**config.mk**
```make
export PLATFORM = sky130hd
export DESIGN_NAME = imem_sib_arbiter
export DESIGN_NICKNAME = d
export VERILOG_FILES = /design/src/rtl/imem_sib_pkg.sv /design/src/rtl/imem_sib_arbiter_rr_grant.sv /design/src/rtl/imem_sib_arbiter.sv
export SDC_FILE = /design/constraint.sdc
export NUM_CORES = 1
export LEC_CHECK = 0
export ABC_CLOCK_PERIOD_IN_PS = 2450
export CAP_MARGIN = 10
export CORE_AREA = 3 3 105 107
export CTS_CLUSTER_SIZE = 30
export DETAILED_ROUTE_END_ITERATION = 10
export DIE_AREA = 0 0 108 110
export SETUP_SLACK_MARGIN = 0.02
export SLEW_MARGIN = 20
export SYNTH_ARGS = -nofsm -noshare
export SYNTH_HDL_FRONTEND = slang
export SYNTH_HIERARCHICAL = 1
export SYNTH_SLANG_ARGS = --single-unit
```
**constraint.sdc**
```tcl
create_clock -name clk -period 2.45 [get_ports clk]
set_clock_uncertainty 0.15 [all_clocks]
set_input_delay 0.49 -clock clk [delete_from_list [all_inputs] [get_ports clk]]
set_output_delay 0.49 -clock clk [all_outputs]
set_load 0.1 [all_outputs]
```
**src/rtl/imem_sib_pkg.sv**
```systemverilog
// Shared types and constants for the instruction-memory SIB arbiter slice.
package imem_sib_pkg;

    localparam int SIB_ADDR_W = 16;
    localparam int SIB_DATA_W = 32;
    localparam int SIB_MASK_W = SIB_DATA_W / 8;

    localparam logic M_CPU = 1'b0;
    localparam logic M_DBG = 1'b1;

    typedef enum logic [1:0] {
        IDLE,
        SETUP,
        ACCESS,
        ACCESS_ERR
    } arb_state_t;

endpackage

```
**src/rtl/imem_sib_arbiter_rr_grant.sv**
```systemverilog
// Two-requester round-robin grant; remembers the last owner so that
// contention always goes to the master that did not win last time.
module sib_rr_grant
    import imem_sib_pkg::*;
(
    input  logic clk,
    input  logic reset,
    input  logic req0,
    input  logic req1,
    input  logic update,
    output logic grant,
    output logic owner
);

    assign grant = (req0 && req1) ? ~owner : req1;

    // Resetting to M_DBG lets the CPU win the first contention.
    always_ff @(posedge clk or negedge reset) begin
        if (!reset) begin
            owner <= M_DBG;
        end else if (update) begin
            owner <= grant;
        end
    end

endmodule

```
**src/rtl/imem_sib_arbiter.sv**
```systemverilog
// Arbitrates CPU fetch (m0) and debug/loader (m1) onto the imem SIB port.
// Optional: IMEM_ARB_WRITE_PROTECT_EN rejects m0 writes with an error response.
module imem_sib_arbiter
    import imem_sib_pkg::*;
#(
    parameter int ADDR_W = SIB_ADDR_W,
    parameter int DATA_W = SIB_DATA_W,
    parameter int MASK_W = DATA_W / 8
) (
    input  logic              clk,
    input  logic              reset,
    input  logic [ADDR_W-1:0] m0_sib_addr,
    input  logic              m0_sib_sel,
    input  logic              m0_sib_enable,
    input  logic              m0_sib_write,
    input  logic [DATA_W-1:0] m0_sib_wdata,
    input  logic [MASK_W-1:0] m0_sib_mask,
    output logic [DATA_W-1:0] m0_sib_rdata,
    output logic              m0_sib_ready,
    output logic              m0_sib_resp,
    input  logic [ADDR_W-1:0] m1_sib_addr,
    input  logic              m1_sib_sel,
    input  logic              m1_sib_enable,
    input  logic              m1_sib_write,
    input  logic [DATA_W-1:0] m1_sib_wdata,
    input  logic [MASK_W-1:0] m1_sib_mask,
    output logic [DATA_W-1:0] m1_sib_rdata,
    output logic              m1_sib_ready,
    output logic              m1_sib_resp,
    output logic [ADDR_W-1:0] s_sib_addr,
    output logic              s_sib_sel,
    output logic              s_sib_enable,
    output logic              s_sib_write,
    output logic [DATA_W-1:0] s_sib_wdata,
    output logic [MASK_W-1:0] s_sib_mask,
    input  logic [DATA_W-1:0] s_sib_rdata,
    input  logic              s_sib_ready,
    input  logic              s_sib_resp,
    output logic              owner,
    output logic              busy
);

    arb_state_t state, state_next;
    logic       grant;
    logic       grant_update;
    logic       active;
    logic       done;
    logic       m0_done;
    logic       m1_done;
    logic       err_done;

    // Masters' own phase flags carry no information; phasing is generated here.
    logic unused_enables;
    assign unused_enables = m0_sib_enable ^ m1_sib_enable;

    sib_rr_grant u_grant (
        .clk    (clk),
        .reset  (reset),
        .req0   (m0_sib_sel),
        .req1   (m1_sib_sel),
        .update (grant_update),
        .grant  (grant),
        .owner  (owner)
    );

    always_ff @(posedge clk or negedge reset) begin
        if (!reset) begin
            state <= IDLE;
        end else begin
            state <= state_next;
        end
    end

    always_comb begin
        state_next   = state;
        grant_update = 1'b0;
        case (state)
            IDLE: begin
                if (m0_sib_sel || m1_sib_sel) begin
                    grant_update = 1'b1;
`ifdef IMEM_ARB_WRITE_PROTECT_EN
                    if (grant == M_CPU && m0_sib_write) begin
                        state_next = ACCESS_ERR;
                    end else begin
                        state_next = SETUP;
                    end
`else
                    state_next = SETUP;
`endif
                end
            end
            SETUP:      state_next = ACCESS;
            ACCESS:     if (s_sib_ready) state_next = IDLE;
            ACCESS_ERR: state_next = IDLE;
            default:    state_next = IDLE;
        endcase
    end

    assign active       = (state == SETUP) || (state == ACCESS);
    assign busy         = active;
    assign s_sib_sel    = active;
    assign s_sib_enable = (state == ACCESS);

    // Slave request fields follow the owner and are forced to zero when idle.
    always_comb begin
        s_sib_addr  = '0;
        s_sib_write = 1'b0;
        s_sib_wdata = '0;
        s_sib_mask  = '0;
        if (active) begin
            if (owner == M_DBG) begin
                s_sib_addr  = m1_sib_addr;
                s_sib_write = m1_sib_write;
                s_sib_wdata = m1_sib_wdata;
                s_sib_mask  = m1_sib_mask;
            end else begin
                s_sib_addr  = m0_sib_addr;
                s_sib_write = m0_sib_write;
                s_sib_wdata = m0_sib_wdata;
                s_sib_mask  = m0_sib_mask;
            end
        end
    end

    // A master that dropped sel mid-transfer gets nothing back.
    assign done     = (state == ACCESS) && s_sib_ready;
    assign m0_done  = done && (owner == M_CPU) && m0_sib_sel;
    assign m1_done  = done && (owner == M_DBG) && m1_sib_sel;
    assign err_done = (state == ACCESS_ERR) && m0_sib_sel;

    assign m0_sib_ready = m0_done || err_done;
    assign m0_sib_resp  = (m0_done && s_sib_resp) || err_done;
    assign m0_sib_rdata = m0_done ? s_sib_rdata : '0;
    assign m1_sib_ready = m1_done;
    assign m1_sib_resp  = m1_done && s_sib_resp;
    assign m1_sib_rdata = m1_done ? s_sib_rdata : '0;

endmodule

```
==> Word level (Yosys, flattened, before mapping) <==
Cells that the tools add are included.
{ "op_classes": {"n_eq_ne": 5, "mux": 16, "bitwise_logic": 1, "n_reduce_logical": 15} }
{ "op_table": {"columns": ["op", "count"], "rows": [
  ["32-bit two-way mux", 4],
  ["16-bit two-way mux", 2],
  ["1-bit logical AND", 9],
  ["4-bit two-way mux", 2],
  ["2-bit case mux with 4 select lines", 1],
  ["1-bit two-way mux", 5],
  ["2-bit == test (second input constant)", 2],
  ["1-bit logical OR", 4],
  ["2-bit two-way mux", 2],
  ["2-bit by 1-bit == test with 1-bit output (second input constant)", 1],
  ["2-bit logical NOT", 1],
  ["2-bit by 1-bit inequality test with 1-bit output (second input constant)", 1],
  ["2-bit inequality test (second input constant)", 1],
  ["2-bit AND reduction", 1],
  ["1-bit inverter", 1]
]} }
{ "word_totals": {"ff_bits": 3, "input_bits": 146, "out_inout_bits": 125, "word_cells": 39} }

==> Logic depth before layout (Yosys ltp) <==
Gate-level depths: netlist of run 1.
{ "logic_depth": {"word_depth": 6, "depth_mapped": 6, "mapped_depth_nobuf": 5} }

==> Cells and area by module <==
The synthesis of run 1 kept the hierarchy.
{ "by_module_without_submodules": {"columns": ["module", "instances", "cells_each", "area_per_inst_um2", "seq_area_each_um2"], "rows": [
  ["imem_sib_arbiter", 1, 209, 1595.3, 50.0],
  ["sib_rr_grant", 1, 3, 52.6, 26.3]
]} }

==> Least setup slack after synthesis of run 1 <==
OpenSTA, ideal clock, no wires.
{ "synth_path": {"kind": "flip-flop to output port", "startpoint": "register state[0]", "endpoint": "output s_sib_addr[0]", "arrival_time_ns": 3.043, "required_time_ns": 1.810, "setup_slack_ns": -1.233, "path_stages_with_launch": 5, "cell_sequence": "dfrtp_1 inv_1 ha_1 clkbuf_1 nor2b_1"} }
{ "synth_via": {"elab_chain_len": 3, "word_cells_on_any_way": 4, "classes_between": "2 x eq/ne; 1 x mux; 1 x reduce/logical"} }
{ "synth_lines": {"columns": ["element", "line_no", "rtl"], "rows": [
  ["start, declared", "imem_sib_arbiter.sv:43", "arb_state_t state, state_next;"],
  ["start signal, assigned", "imem_sib_arbiter.sv:70", "state <= state_next;"],
  ["2-bit by 1-bit == test with 1-bit output or 2-bit == test (tied branches)", "imem_sib_arbiter.sv:99", "assign active = (state == SETUP) || (state == ACCESS);"],
  ["1-bit logical OR *", "imem_sib_arbiter.sv:99", null],
  ["via busy", "imem_sib_arbiter.sv:40", "output logic busy"],
  ["16-bit two-way mux *", "imem_sib_arbiter.sv:110", "if (active) begin"],
  ["end, declared", "imem_sib_arbiter.sv:30", "output logic [ADDR_W-1:0] s_sib_addr,"]
]} }
The timed path passes the listed nets; every way through them passes the cells marked *.

==> Worst setup path after layout of run 1 <==
{ "layout_path": {"startpoint": "register u_grant.owner", "endpoint": "output m0_sib_resp"} }
{ "layout_via": {"elab_chain_len": 5} }
{ "layout_lines": {"columns": ["element", "line_no", "rtl"], "rows": [
  ["start, declared", "imem_sib_arbiter_rr_grant.sv:12", "output logic owner"],
  ["start signal, assigned", "imem_sib_arbiter_rr_grant.sv:22", "owner <= grant;"],
  ["1-bit inverter", "imem_sib_arbiter.sv:127", "assign m0_done = done && (owner == M_CPU) && m0_sib_sel;"],
  ["1-bit logical AND (2 in series)", "imem_sib_arbiter.sv:127", null],
  ["1-bit logical AND", "imem_sib_arbiter.sv:132", "assign m0_sib_resp = (m0_done && s_sib_resp) || err_done;"],
  ["1-bit logical OR", "imem_sib_arbiter.sv:132", null],
  ["end, declared", "imem_sib_arbiter.sv:20", "output logic m0_sib_resp,"]
]} }
Every way passes these cells.

==> impl_metrics.tcl, run 1 <==
set metrics [dict create \
    synth_simple_gate_area_share_pct 46.92 \
    timing.final.crit_share_pct 99.23 \
    antenna_found_initial 1 \
    dieArea_mm2 0.01188 \
    routabilityCongestion 0.6900 \
    drc 0 \
    path_max_fanout 5 \
    ant_nets 0 \
    synthXorXnorAreaFrac_pct 0 \
    yosysTopAreaCellShare_pct 32.19 \
    r2r_cells 4 \
    post-synth-top-count-cell "and2_1" \
    yosysTopAreaCell "mux2i_1" \
    cts_tree "yes" \
    cts_root_buffer "clkbuf_8" \
    hp-class "input port to asynchronous set/reset pin" \
    yosys-top-cells-area "mux2i_1 (32%), and2_1 (25%), nor2b_1 (21%)" \
    cts_hold_buf 0 \
    syn-num-nets 363 \
    grt_pass1_wl_um 14750 \
    grt_overflow_total 0 \
    clock_path_buffers 2 \
    finalSetupViolations 0 \
    fmax_mhz 411.3 \
    synth_mux_area_share_pct 34.47 \
    synthArstFlopShare_pct 100.0 \
    wl_per_cell_um 18.12 \
    ios 271 \
    worstMarginPinSlew_ps 324.5 \
    relSlewSlack_pct 77.75 \
    synth_edf_count 0 \
    r2r_slack_ps 840 \
    synth_area_per_cell_um2 7.773 \
    syn2layout_area_growth_pct 312.0 \
    grt_pass1_vias 2616 \
    start_util_pct 16.11 \
    detail_route.wirelength_um 11380 \
    final_nets 644 \
    syn_area_mm2 0.001648 \
    rr_startpoint "state[1]$_DFFE_PN0P_" \
    required_ps 1810 \
    synthFlopType "dfrtp_1" \
    clock_latency_ps 220 \
    hold_ws_ps 310.8 \
    ys_warn_count 6 \
    synth_top_family_by_area "simple AND/OR/NAND/NOR gates" \
    clk_pin_slew_ps 30 \
    row_count 37 \
    hpwl_um 9029 \
    final_area_mm2 0.006789 \
    maxCapViolations 0 \
    crit_path_start_kind "flop" \
    ys_ff_latch 3 \
    seq_area_frac_synth_pct 4.632 \
    ys_top_cells_by_count "and2_1 (65), nor2b_1 (55), mux2i_1 (53), buf_4 (8)" \
    crit_type "flop to output pin" \
    drive_above_1_share_pct 58.74 \
    core-area_mm2 0.01023 \
    grt_start_max_net_pins 45 \
    htreeDepth 1 \
    fp.dieW_um 108 \
    yosys.area_share.adder_pct 3.797 \
    cts_buffers 3 \
    syn_inst 212 \
    final.min_clock_period_ps 2431 \
    rsz0062_at_grt "yes" \
    vias_per_cell 4.205 \
    fp.dieH_um 110 \
    drt_iter0_drc 24 \
    slew_viol_final 0 \
    io_buffers 268 \
    cp.arrival_ps 1790 \
    vias 2641 \
    diodes 0 \
    r2r-end "state[0]$_DFFE_PN0P_" \
    synth_compound_area_share_pct 1.974 \
    cts.sinks 3 \
    dpl_cell_area_mm2 0.006297 \
    dr.pass1.iters 4 \
    grt_util_all_layers_pct 16.12 \
    final_core_utilization_pct 66.36 \
    hold_violations 0 \
    ys_types 21 \
    cp-end-kind "output pin" \
    status "finished, final reports clean" \
]
-- stage by stage --
| stage | setup slack [ps] | std cells | TNS (ps) |
|---|---|---|---|
| global placement | -7.774 | 605 | -21.35 |
| detailed placement | -19.15 | 605 | -85.54 |
| CTS | -7.788 | 616 | -7.788 |
| global route | -16.59 | 628 | -96.94 |
| floorplan | -41.38 | 212 | -1223 |
| finish | 18.93 | 628 | 0 |
-- layout by cell type (no fill, tap or decap), types with 3 or more instances in the layout --
cell,instances
mux2i_2,4
clkdlybuf4s50_1,140
clkbuf_16,7
and2_4,64
ha_1,3
buf_4,8
nor2b_4,53
mux2i_1,49
clkbuf_8,3
buf_12,132
buf_16,4
-- worst max-delay path, stage by stage (launching register included) --
cell and delay (ps):
dfstp_4 640, and4b_2 270, buf_12 140, buf_16 130
a22o_4 220, buf_12 160
-- cell families after synthesis --
logic type               Yosys count
AO/OA/AOI/OAI                      4
adder cells (fa/ha/maj)            5
buffers and inverters             21
flip-flops                         3
multiplexers                      56
AND/OR/NAND/NOR                  123
-- repair_timing --
action / CTS / global route
setup endpoints to repair: 64 / 107
setup buffers: 4 / 6
gates cloned: 3 / 7
pin swaps: 1 / 15
resized for setup: 13 / 37
-- state kept, by name (all words and copies together) (netlist names) --
register,flops
state,2
u_grant/owner,1
-- routing by layer --
layer | GRT usage (%) | vias to the layer above | routed length (um)
met2 | 33.17 | 170 | 6391
met5 | 0 | - | 7
met1 | 14.81 | 1212 | 3527
met4 | 3.066 | 2 | 125
met3 | 6.465 | 10 | 1330
li1 | - | 1247 | -
-- worst max-delay path by stage --
stage / start / to / slack, ps / cells after the start
final: u_grant/owner$_DFFE_PN1P_ / m0_sib_resp / 20 / 5
after global routing: u_grant/owner$_DFFE_PN1P_ / s_sib_mask[2] / -20 / 4
after CTS: u_grant/owner$_DFFE_PN1P_ / m0_sib_resp / -8 / 4
after detailed placement: s_sib_ready / m1_sib_rdata[1] / -20 / 5
after global placement: s_sib_ready / m1_sib_rdata[1] / -8 / 5
after floorplan: state[0]$_DFFE_PN0P_ / m0_sib_rdata[22] / -40 / 6
-- layout make-up --
| class | instances | area [um^2] |
|---|---|---|
| fill | 752 | 3442 |
| clock buffer | 4 | 45.04 |
| inverter | 2 | 7.507 |
| sequential | 3 | 80.08 |
| timing repair buffer | 295 | 4431 |
| tap | 136 | 170.2 |
| multi-input combinational | 188 | 2056 |
Power of run 1 is not shown: default switching activity piles up to over one toggle a cycle in this logic, so the estimate is an artifact.
==> run 2, diff against run 1 <==
ABC_CLOCK_PERIOD_IN_PS = 3050   (was 2450)
CORE_AREA = 3 3 103 105   (was 3 3 105 107)
DIE_AREA = 0 0 106 108   (was 0 0 108 110)
clock period = 3.05 ns   (was 2.45 ns; I/O delays follow)
==> run 2 against run 1 <==
Effect of this change:
- sequential share of layout area is 0.17 points higher
- non-clock buffer count is 21 lower
- via count is 5.9% lower
- cell area is 13% lower
- register-to-register slack better by 560 ps
- sequential cell count stayed put
==> impl_metrics.tcl, run 2 (synthesized netlist as in run 1, its figures left out) <==
set metrics [dict create \
    drt_iter0_drc 36 \
    cts_tree "yes" \
    multi_input_area_mm2 0.001645 \
    final_area_mm2 0.005936 \
    dieArea_mm2 0.01145 \
    required_ps 2290 \
    hp-class "input port to asynchronous set/reset pin" \
    reg_top3 "state: 2 flops, u_grant/owner: 1 flops" \
    largest_register_ff_count 2 \
    finalSetupViolations 0 \
    fin_setup_tns_ps 0 \
    status "finished, final reports clean" \
    grt_pass1_vias 2623 \
    cts.sinks 3 \
    setup_ws_ps 239.4 \
    io_buffers 268 \
    max_stage_delay_ps 580 \
    detail_route.wirelength_um 9401 \
    maxCapViolations 0 \
    met3_usage_pct 6.149 \
    relSlewSlack_pct 78.77 \
    vias 2485 \
    start_util_pct 16.94 \
    dp_slack_ps 245.1 \
    clock_latency_ps 210 \
    routabilityCongestion 0.7217 \
    fmax_mhz 355.8 \
    final.min_clock_period_ps 2811 \
    timing.final.crit_share_pct 92.15 \
    dr.pass1.iters 4 \
    clk_pin_slew_ps 30 \
    fp.dieW_um 106 \
    fill_cells 820 \
    cts_resized 0 \
    htreeDepth 1 \
    r2r_slack_ps 1400 \
    hpwl_um 8464 \
    grt_pass1_wl_um 13790 \
    grt_util_all_layers_pct 15.15 \
    clock_path_buffers 2 \
    syn2layout_area_growth_pct 260.2 \
    met2_usage_pct 29.92 \
    grt_start_max_net_pins 56 \
    row_count 36 \
    seq_area_um2 80.08 \
    final_common_cell "clkdlybuf4s50_1" \
    wl_per_cell_um 15.56 \
    cp.arrival_ps 2050 \
    dpl_cell_area_mm2 0.005891 \
    cp_cell_sequence "clkdlybuf4s50_1, and4b_1, buf_4, a22o_1, buf_12" \
    drc 0 \
    drive_above_1_share_pct 53.29 \
    cts_hold_buf 0 \
    cp-end-kind "output pin" \
    antenna_found_initial 0 \
    final_nets 623 \
    cts_root_buffer "clkbuf_8" \
    path_max_fanout 21 \
    fp.dieH_um 108 \
    use_met1_pct 15.22 \
    hold_violations 0 \
    diodes 0 \
    ios 271 \
    slowest_stage "clkdlybuf4s50_1" \
    crit_path_start_kind "input port" \
    crit_type "input port to output pin" \
    core-area_mm2 0.009729 \
    cts_buffers 3 \
    rsz0062_at_grt "no" \
    slew_viol_final 0 \
    final_cell_mix "clkdlybuf4s50_1 (143), buf_12 (126), and2_2 (57), mux2i_1 (53), nor2b_2 (53)" \
    hold_ws_ps 433.5 \
    top_usage_layer "met2" \
    ant_nets 0 \
    top_register "state" \
    cts_setup_buffers 0 \
    worstMarginPinSlew_ps 318.5 \
    grt_overflow_total 0 \
    vias_per_cell 4.114 \
]
-- run 2: changes by cell type in the layout (fill, tap and decap cells not counted), sizes merged --
| cell | before | now |
|---|---|---|
| dlygate4sd2 | 2 | 0 |
| dlymetal6s2s | 1 | 0 |
| buf | 145 | 131 |
| clkdlybuf4s50 | 140 | 143 |
| clkbuf | 11 | 4 |
-- run 2: through the flow --
| stage | std cells | utilization [%] |
|---|---|---|
| 2_1_floorplan | 212 | - |
| 3_3_place_gp | 600 | 60.55 |
| 3_5_place_dp | 600 | 60.55 |
| 4_1_cts | 604 | 61.01 |
| 5_1_grt | 604 | 61.01 |
| 6_report | 604 | 61.01 |
-- run 2: path summary, 6_finish.rpt --
kind                                 startpoint                         to  cells past startpoint
min reg2reg                state[0]$_DFFE_PN0P_       state[0]$_DFFE_PN0P_                      1
min                                       reset       state[0]$_DFFE_PN0P_                      1
max                                  m0_sib_sel                m0_sib_resp                      5
max in group asynchronous                 reset  u_grant/owner$_DFFE_PN1P_                      1
min in group clk           state[0]$_DFFE_PN0P_       state[0]$_DFFE_PN0P_                      1
max reg2reg                state[0]$_DFFE_PN0P_       state[1]$_DFFE_PN0P_                      5
-- run 2: final cells by class --
| cell class | count | share of cell area [%] |
|---|---|---|
| repair buffers | 274 | 67.24 |
| multi-input cells | 188 | 27.72 |
| well taps | 133 | 2.804 |
| flip-flops and latches | 3 | 1.349 |
| clock buffers | 4 | 0.7589 |
| inverters | 2 | 0.1265 |
-- run 2: worst max-delay path: cells and delay by family --
family | cells | cell delay [ps]
buffers and inverters | 3 | 980
AND/OR/NAND/NOR | 1 | 250
AO/OA/AOI/OAI | 1 | 200
-- run 2: routing by layer --
layer	up-vias	routed length, um
li1	1212	-
met1	1101	3097
met2	166	5116
met3	6	1087
met4	0	100
met5	-	0
Power of run 2 is left out for the same reason.
==> run 3, diff against run 2 <==
GPL_ROUTABILITY_DRIVEN = 0   (was default)
PLACE_DENSITY = 0.74   (was default)
==> run 3 against run 2 <==
Effect of this change:
- sequential cell count stayed put
- first-iteration DRC count rose by 8.3%
- hold slack got worse by 3.4 ps
- via count is 0.40% higher
- cell area is 0.34% higher
- sequential share of layout area hardly changed
- register-to-register slack got worse by 20 ps
- critical path type unchanged
- highest routed layer unchanged
==> impl_metrics.tcl, run 3 (synthesized netlist as in run 1, its figures left out) <==
set metrics [dict create \
    grt_overflow_total 0 \
    largest_register_ff_count 2 \
    crit_path_start_kind "input port" \
    cp.arrival_ps 1940 \
    row_count 36 \
    antenna_found_initial 0 \
    htreeDepth 1 \
    detail_route.wirelength_um 9311 \
    final_nets 624 \
    top_register "state" \
    worstMarginPinSlew_ps 317.3 \
    grt_pass1_wl_um 14100 \
    grt_util_all_layers_pct 15.35 \
    reg_top3 "state: 2 flops, u_grant/owner: 1 flops" \
    vias_per_cell 4.124 \
    maxCapViolations 0 \
    fp.dieH_um 108 \
    cts_resized 0 \
    grt_pass1_vias 2708 \
    hold_violations 0 \
    grt_start_max_net_pins 35 \
    clock_path_buffers 2 \
    crit_type "input port to output pin" \
    core-area_mm2 0.009729 \
    cp-end-kind "output pin" \
    hold_ws_ps 430.1 \
    final_common_cell "clkdlybuf4s50_1" \
    clk_pin_slew_ps 30 \
    drc 0 \
    diodes 0 \
    final_core_utilization_pct 61.21 \
    hp-class "input port to asynchronous set/reset pin" \
    dieArea_mm2 0.01145 \
    ant_nets 0 \
    status "finished, final reports clean" \
    drt_iter0_drc 39 \
    wl_per_cell_um 15.39 \
    final-instance-count-excl-fill 605 \
    drive_above_1_share_pct 53.39 \
    path_max_fanout 34 \
    slew_viol_final 0 \
    clock_latency_ps 210 \
    relSlewSlack_pct 78.85 \
    required_ps 2290 \
    hpwl_um 8510 \
    cts_hold_buf 0 \
    ios 271 \
    finalSetupViolations 0 \
    rsz0062_at_grt "no" \
    io_buffers 268 \
    dp_cells 601 \
    cts_root_buffer "clkbuf_8" \
    dr.pass1.iters 4 \
    syn2layout_area_growth_pct 261.4 \
    cts_setup_buffers 0 \
    timing.final.crit_share_pct 88.38 \
    start_util_pct 16.94 \
    vias 2495 \
    final.min_clock_period_ps 2696 \
    cts.sinks 3 \
    final_cell_mix "clkdlybuf4s50_1 (143), buf_12 (127), and2_2 (57), mux2i_1 (53), nor2b_2 (53)" \
    cts_tree "yes" \
    fp.dieW_um 106 \
    cts_buffers 3 \
    fmax_mhz 371.0 \
]
## run 3: cell count changes in the layout (fill, tap and decap cells not counted)
cell / change
buf_12: +1
## run 3: final cells by class
| class | count | area, um^2 |
|---|---|---|
| repair buffers | 275 | 4011 |
| inverters | 2 | 7.507 |
| clock buffers | 4 | 45.04 |
| well taps | 133 | 166.4 |
| flip-flops and latches | 3 | 80.08 |
| multi-input cells | 188 | 1645 |
| fillers | 788 | 3774 |
## run 3: per-stage QoR
step           TNS (ps)  setup slack, ps  cell area [um^2]
2_1_floorplan    -12040           -235.0              1859
3_3_place_gp          0            374.2              5911
3_5_place_dp          0            348.6              5911
4_1_cts               0            349.1              5956
5_1_grt               0            298.2              5956
6_report              0            354.3              5956
## run 3: critical path, stage by stage
cell	delay, ps
clkdlybuf4s50_1	490
and4b_1	260
buf_12	180
a22o_1	190
buf_12	180
## run 3: path summary, 6_finish.rpt
kind | startpoint | to | slack, ps | depth (start not counted)
hold reg to reg | state[0]$_DFFE_PN0P_ | state[0]$_DFFE_PN0P_ | 440 | 1
hold / removal | reset | state[1]$_DFFE_PN0P_ | 430 | 1
min in group clk | state[0]$_DFFE_PN0P_ | state[0]$_DFFE_PN0P_ | 440 | 1
setup / recovery | s_sib_ready | m0_sib_resp | 350 | 5
setup reg to reg | state[0]$_DFFE_PN0P_ | state[0]$_DFFE_PN0P_ | 1380 | 5
max in group asynchronous | reset | u_grant/owner$_DFFE_PN1P_ | 2100 | 1
## run 3: layer usage
layer / track usage, % / share of wire, % / vias to the layer above
met1: 13.63 / 29 / 1111
met3: 7.045 / 13 / 10
met2: 31.60 / 57 / 166
li1: - / - / 1208
met4: 2.775 / 1.5 / 0
met5: 0 / 0 / -
Power of run 3 is left out for the same reason.
==> variant 1, RTL diff (config.mk and constraints of run 3) <==
Build with the macro `IMEM_ARB_WRITE_PROTECT_EN` defined.
--- a/src/rtl/imem_sib_arbiter.sv
+++ b/src/rtl/imem_sib_arbiter.sv
@@ -2,2 +2,4 @@
 // Optional: IMEM_ARB_WRITE_PROTECT_EN rejects m0 writes with an error response.
+`define IMEM_ARB_WRITE_PROTECT_EN
+
 module imem_sib_arbiter
Formal check against the unedited RTL: not equivalent (a bounded check fails within 4 cycles, from zero or initial values and one cycle with reset low).
==> variant 1 against run 3 <==
Design area down 1.1%; worst setup slack worse by 120 ps; critical path type unchanged; routed wire length down 1.7%; synthesized area unchanged; highest routed layer unchanged; largest cell class unchanged; sequential cell count unchanged.
Power is not shown: default switching activity piles up to over one toggle a cycle in this logic, so the estimate is an artifact.
==> variant 1: results (changes against run 3) <==
status - complete, no violations
ant diodes - 0 (unchanged)
hpwl dp - 8.45 mm (-0.74%)
multiplexer share of the synthesized area - 34.3% (-0.15 points)
filler cell count - 782 (-0.76%)
CTS resizes - 0 (unchanged)
worst r2r dst - state[1]$_DFFE_PN0P_
biggest regs - state x2, u_grant/owner x1
ys flop type - dfrtp_1
layout cell share with drive strength beyond 1 - 46.4% (-7.0 points)
initial antenna violation count - 0 (unchanged)
Root Driver - clkbuf_8
sequential-to-total area share from yosys stat - 4.63% (unchanged)
worst r2r src - state[0]$_DFFE_PN0P_
worst-margin pin slew - 443 ps (+125 ps)
Final Net Count - 623 (-0.16%)
critical path endpoint - m0_sib_rdata[4]
first drt pass iteration count - 3 (-1)
first-pass GRT wire length - 13.5 mm (-3.9%)
initial drt markers - 43 (+10%)
Routed WL - 9.15 mm (-1.7%)
Area contributors post-synth - mux2i_1 33%, and2_1 25%, nor2b_1 21%, buf_4 3.6%, dfrtp_1 3.0%
Worst R2R Setup Slack - 1560 ps (+180 ps)
fmax - 0.356 GHz (-4.1%)
Post-Syn Nets - 364 (+0.28%)
crit path from - m0_sib_sel
clk_lat worst skew - 220 ps
Synth Area in Adders - 3.04% (-0.76 points)
Synth cell types - 22 (+4.8%)
Slew Limit Fails - 0 (unchanged)
CTS clock-pin slew for the worst setup and hold paths - 30 ps (about the same)
Hold Slack - 429 ps (-1.11 ps)
clk buf depth - 2 (unchanged)
Synth top cells by count - 65 x and2_1, 55 x mux2i_1, 55 x nor2b_1
Synth Area in Compound Gates - 2.66% (+0.68 points)
Synth Area in XOR/XNOR - 0% (unchanged)
port bufs - 268 (unchanged)
vias in the first global route - 2587 (-4.5%)
Via Count - 2476 (-0.76%)
Place WS - 226 ps (-123 ps)
Placed Instance Area - 0.00585 mm^2 (-1.1%)
asr flop ratio synth - 100% (unchanged)
Num CTS Buffers - 3 (unchanged)
setup repair bufs after CTS - 0 (unchanged)
Hold Crit Class - primary input to async pin
largest net degree at the start of global routing - 56 (+60%)
CP Max Fanout - 23 (-32%)
path depth of the worst reg2reg path - 5 (unchanged)
htree depth - 1 (unchanged)
total track usage - 15.0% (-0.38 points)
Syn. warnings - 6 (unchanged)
CP arrival - 2050 ps (+110 ps)
variant 1: changes by cell type in the layout (fill, tap and decap cells not counted), sizes merged:
cell,run 3,this run
buf,132,130
ha,5,4
inv,2,3
mux2,3,1
mux2i,53,55
o21ai,0,1
o22ai,0,1
variant 1: worst min path at each step:
stage                                    start                    to  cells past startpoint
after detailed placement  state[1]$_DFFE_PN0P_  state[1]$_DFFE_PN0P_                      2
after CTS                                reset  state[0]$_DFFE_PN0P_                      1
after global placement    state[1]$_DFFE_PN0P_  state[1]$_DFFE_PN0P_                      2
final                                    reset  state[0]$_DFFE_PN0P_                      1
after global routing                     reset  state[0]$_DFFE_PN0P_                      1
after floorplan                          reset  state[0]$_DFFE_PN0P_                      0
variant 1: routing by layer:
metal	vias up	global-route usage [%]	part of all wire (%)	wire length, um
met3	12	5.97	11	1050
met1	1077	13.1	30	2730
met5	-	0	0	0
li1	1218	-	-	-
met4	0	3.70	1.6	148
met2	169	31.3	57	5220
variant 1: final cells by class:
class	instances	area, um^2	share of cell area [%]
timing repair buffer	273	3980	67.6
multi-input combinational	189	1610	27.2
tap	133	166	2.82
sequential	3	80.1	1.36
clock buffer	4	45.0	0.764
inverter	3	11.3	0.191
variant 1: cells by family after synthesis:
logic type      after synthesis
flops                         3
mux                          56
fa+ha+maj                     4
compound gates                6
buf+inv                      22
simple gates                123
variant 1: worst max-delay path: stages:
cell,delay [ps]
clkdlybuf4s50_1,580
and4b_1,240
buf_4,220
and2_1,210
buf_12,180
variant 1: metrics by stage:
stage | utilization [%] | std cells
6_report | 60.6 | 605
2_1_floorplan | - | 214
3_5_place_dp | 60.1 | 601
3_3_place_gp | 60.1 | 601
5_1_grt | 60.6 | 605
4_1_cts | 60.6 | 605
==> variant 2, RTL diff (settings of run 3) <==
Made on the original files. Encoding of `arb_state_t`: now one-hot (4 bits for 4 states).
--- a/src/rtl/imem_sib_pkg.sv
+++ b/src/rtl/imem_sib_pkg.sv
@@ -10,7 +10,7 @@
 
-    typedef enum logic [1:0] {
-        IDLE,
-        SETUP,
-        ACCESS,
-        ACCESS_ERR
+    typedef enum logic [3:0] {
+        IDLE       = 4'b0001,
+        SETUP      = 4'b0010,
+        ACCESS     = 4'b0100,
+        ACCESS_ERR = 4'b1000
     } arb_state_t;
Check against the original RTL: same outputs for any inputs over 10 cycles, from zero or initial values and one cycle with reset low; not proved beyond that.
==> variant 2 against run 3 <==
Routed wire length grew 6.4%; global-route usage grew 0.97 points; worst setup slack lost 220 ps; utilization grew 2.9 points; design area grew 4.7%; worst hold slack lost 16 ps; sequential cell count grew 1; synthesized area shrank 7.1%.
==> variant 2: results (changes against run 3) <==
worst rel slew slack - 66.0% (-13 points)
Via Count - 2661 (+6.7%)
Area contributors post-synth - mux2i_1 35%, and2_1 21%, nor2_1 15%, buf_2 4.9%, nor3_1 3.6%
dpl cells - 622 (+3.5%)
Final Net Count - 640 (+2.6%)
first-pass GRT wire length - 15.0 mm (+6.2%)
Place WS - 107 ps (-242 ps)
Synth top cells by count - 61 x nor2_1, 53 x mux2i_1, 51 x and2_1
Mapped Cells - 231 (+9.0%)
largest net degree at the start of global routing - 31 (-11%)
vias in the first global route - 2794 (+3.2%)
status - complete, no violations
initial drt markers - 45 (+15%)
biggest regs - state x3, u_grant/owner x1
hpwl dp - 9.18 mm (+7.9%)
layout cell share with drive strength beyond 1 - 49.7% (-3.7 points)
fmax - 0.343 GHz (-7.6%)
Hold Crit Class - flop to flop
CP arrival - 2160 ps (+220 ps)
post-DR wirelength/cell - 15.8 um (+2.8%)
total track usage - 16.3% (+0.97 points)
Cell Count, Final, Fillers Out - 626 (+3.5%)
ys flop type - dfstp_2
Worst R2R Setup Slack - 1470 ps (+90 ps)
Placed Instance Area - 0.00619 mm^2 (+4.8%)
Post-Syn Nets - 377 (+3.9%)
-- variant 2: cell type report --
cell class,instances,area (um^2)
Timing Repair Buffer,281,4060
Fill cell,750,3490
Multi-Input combinational cell,203,1860
Tap cell,133,166
Sequential cell,4,106
Clock buffer,4,45.0
Inverter,1,3.75
-- variant 2: critical path, stage by stage --
cell and delay, ps:
clkdlybuf4s50_1 510, nand4bb_2 210, nor3b_4 270, buf_12 180, and2_1 190, buf_12 190
-- variant 2: logic make-up after synthesis --
family	Yosys count	synth area share [%]
muxes	54	35.6
DFF	4	6.70
buffers and inverters	24	7.85
AOI/OAI and AO/OA	3	1.80
and+or+nand+nor	146	48.0
-- variant 2: path summary, 6_finish.rpt --
path | depth (start not counted) | from | endpoint
setup / recovery | 6 | s_sib_ready | m0_sib_rdata[8]
hold / removal | 1 | state[1]$_DFFE_PN0P_ | state[1]$_DFFE_PN0P_
setup reg to reg | 2 | state[0]$_DFFE_PN1P_ | u_grant/owner$_DFFE_PN1P_
hold reg to reg | 1 | state[1]$_DFFE_PN0P_ | state[1]$_DFFE_PN0P_
max in group asynchronous | 1 | reset | state[0]$_DFFE_PN1P_
min in group asynchronous | 1 | reset | state[2]$_DFFE_PN0P_
-- variant 2: power by group --
| group | internal [mW] | switching (mW) |
|---|---|---|
| Sequential | 0.0945 | 0.106 |
| Combinational | 1.39 | 2.42 |
| Clock | 0.0895 | 0.0300 |
-- variant 2: per-layer routing --
layer  global-route usage [%]  share of wire (%)  up-vias
li1                         -                  -     1290
met1                     17.0                 34     1194
met2                     33.2                 56      167
met3                     3.64                8.9       10
met4                     3.52                1.3        0
met5                        0                  0        -
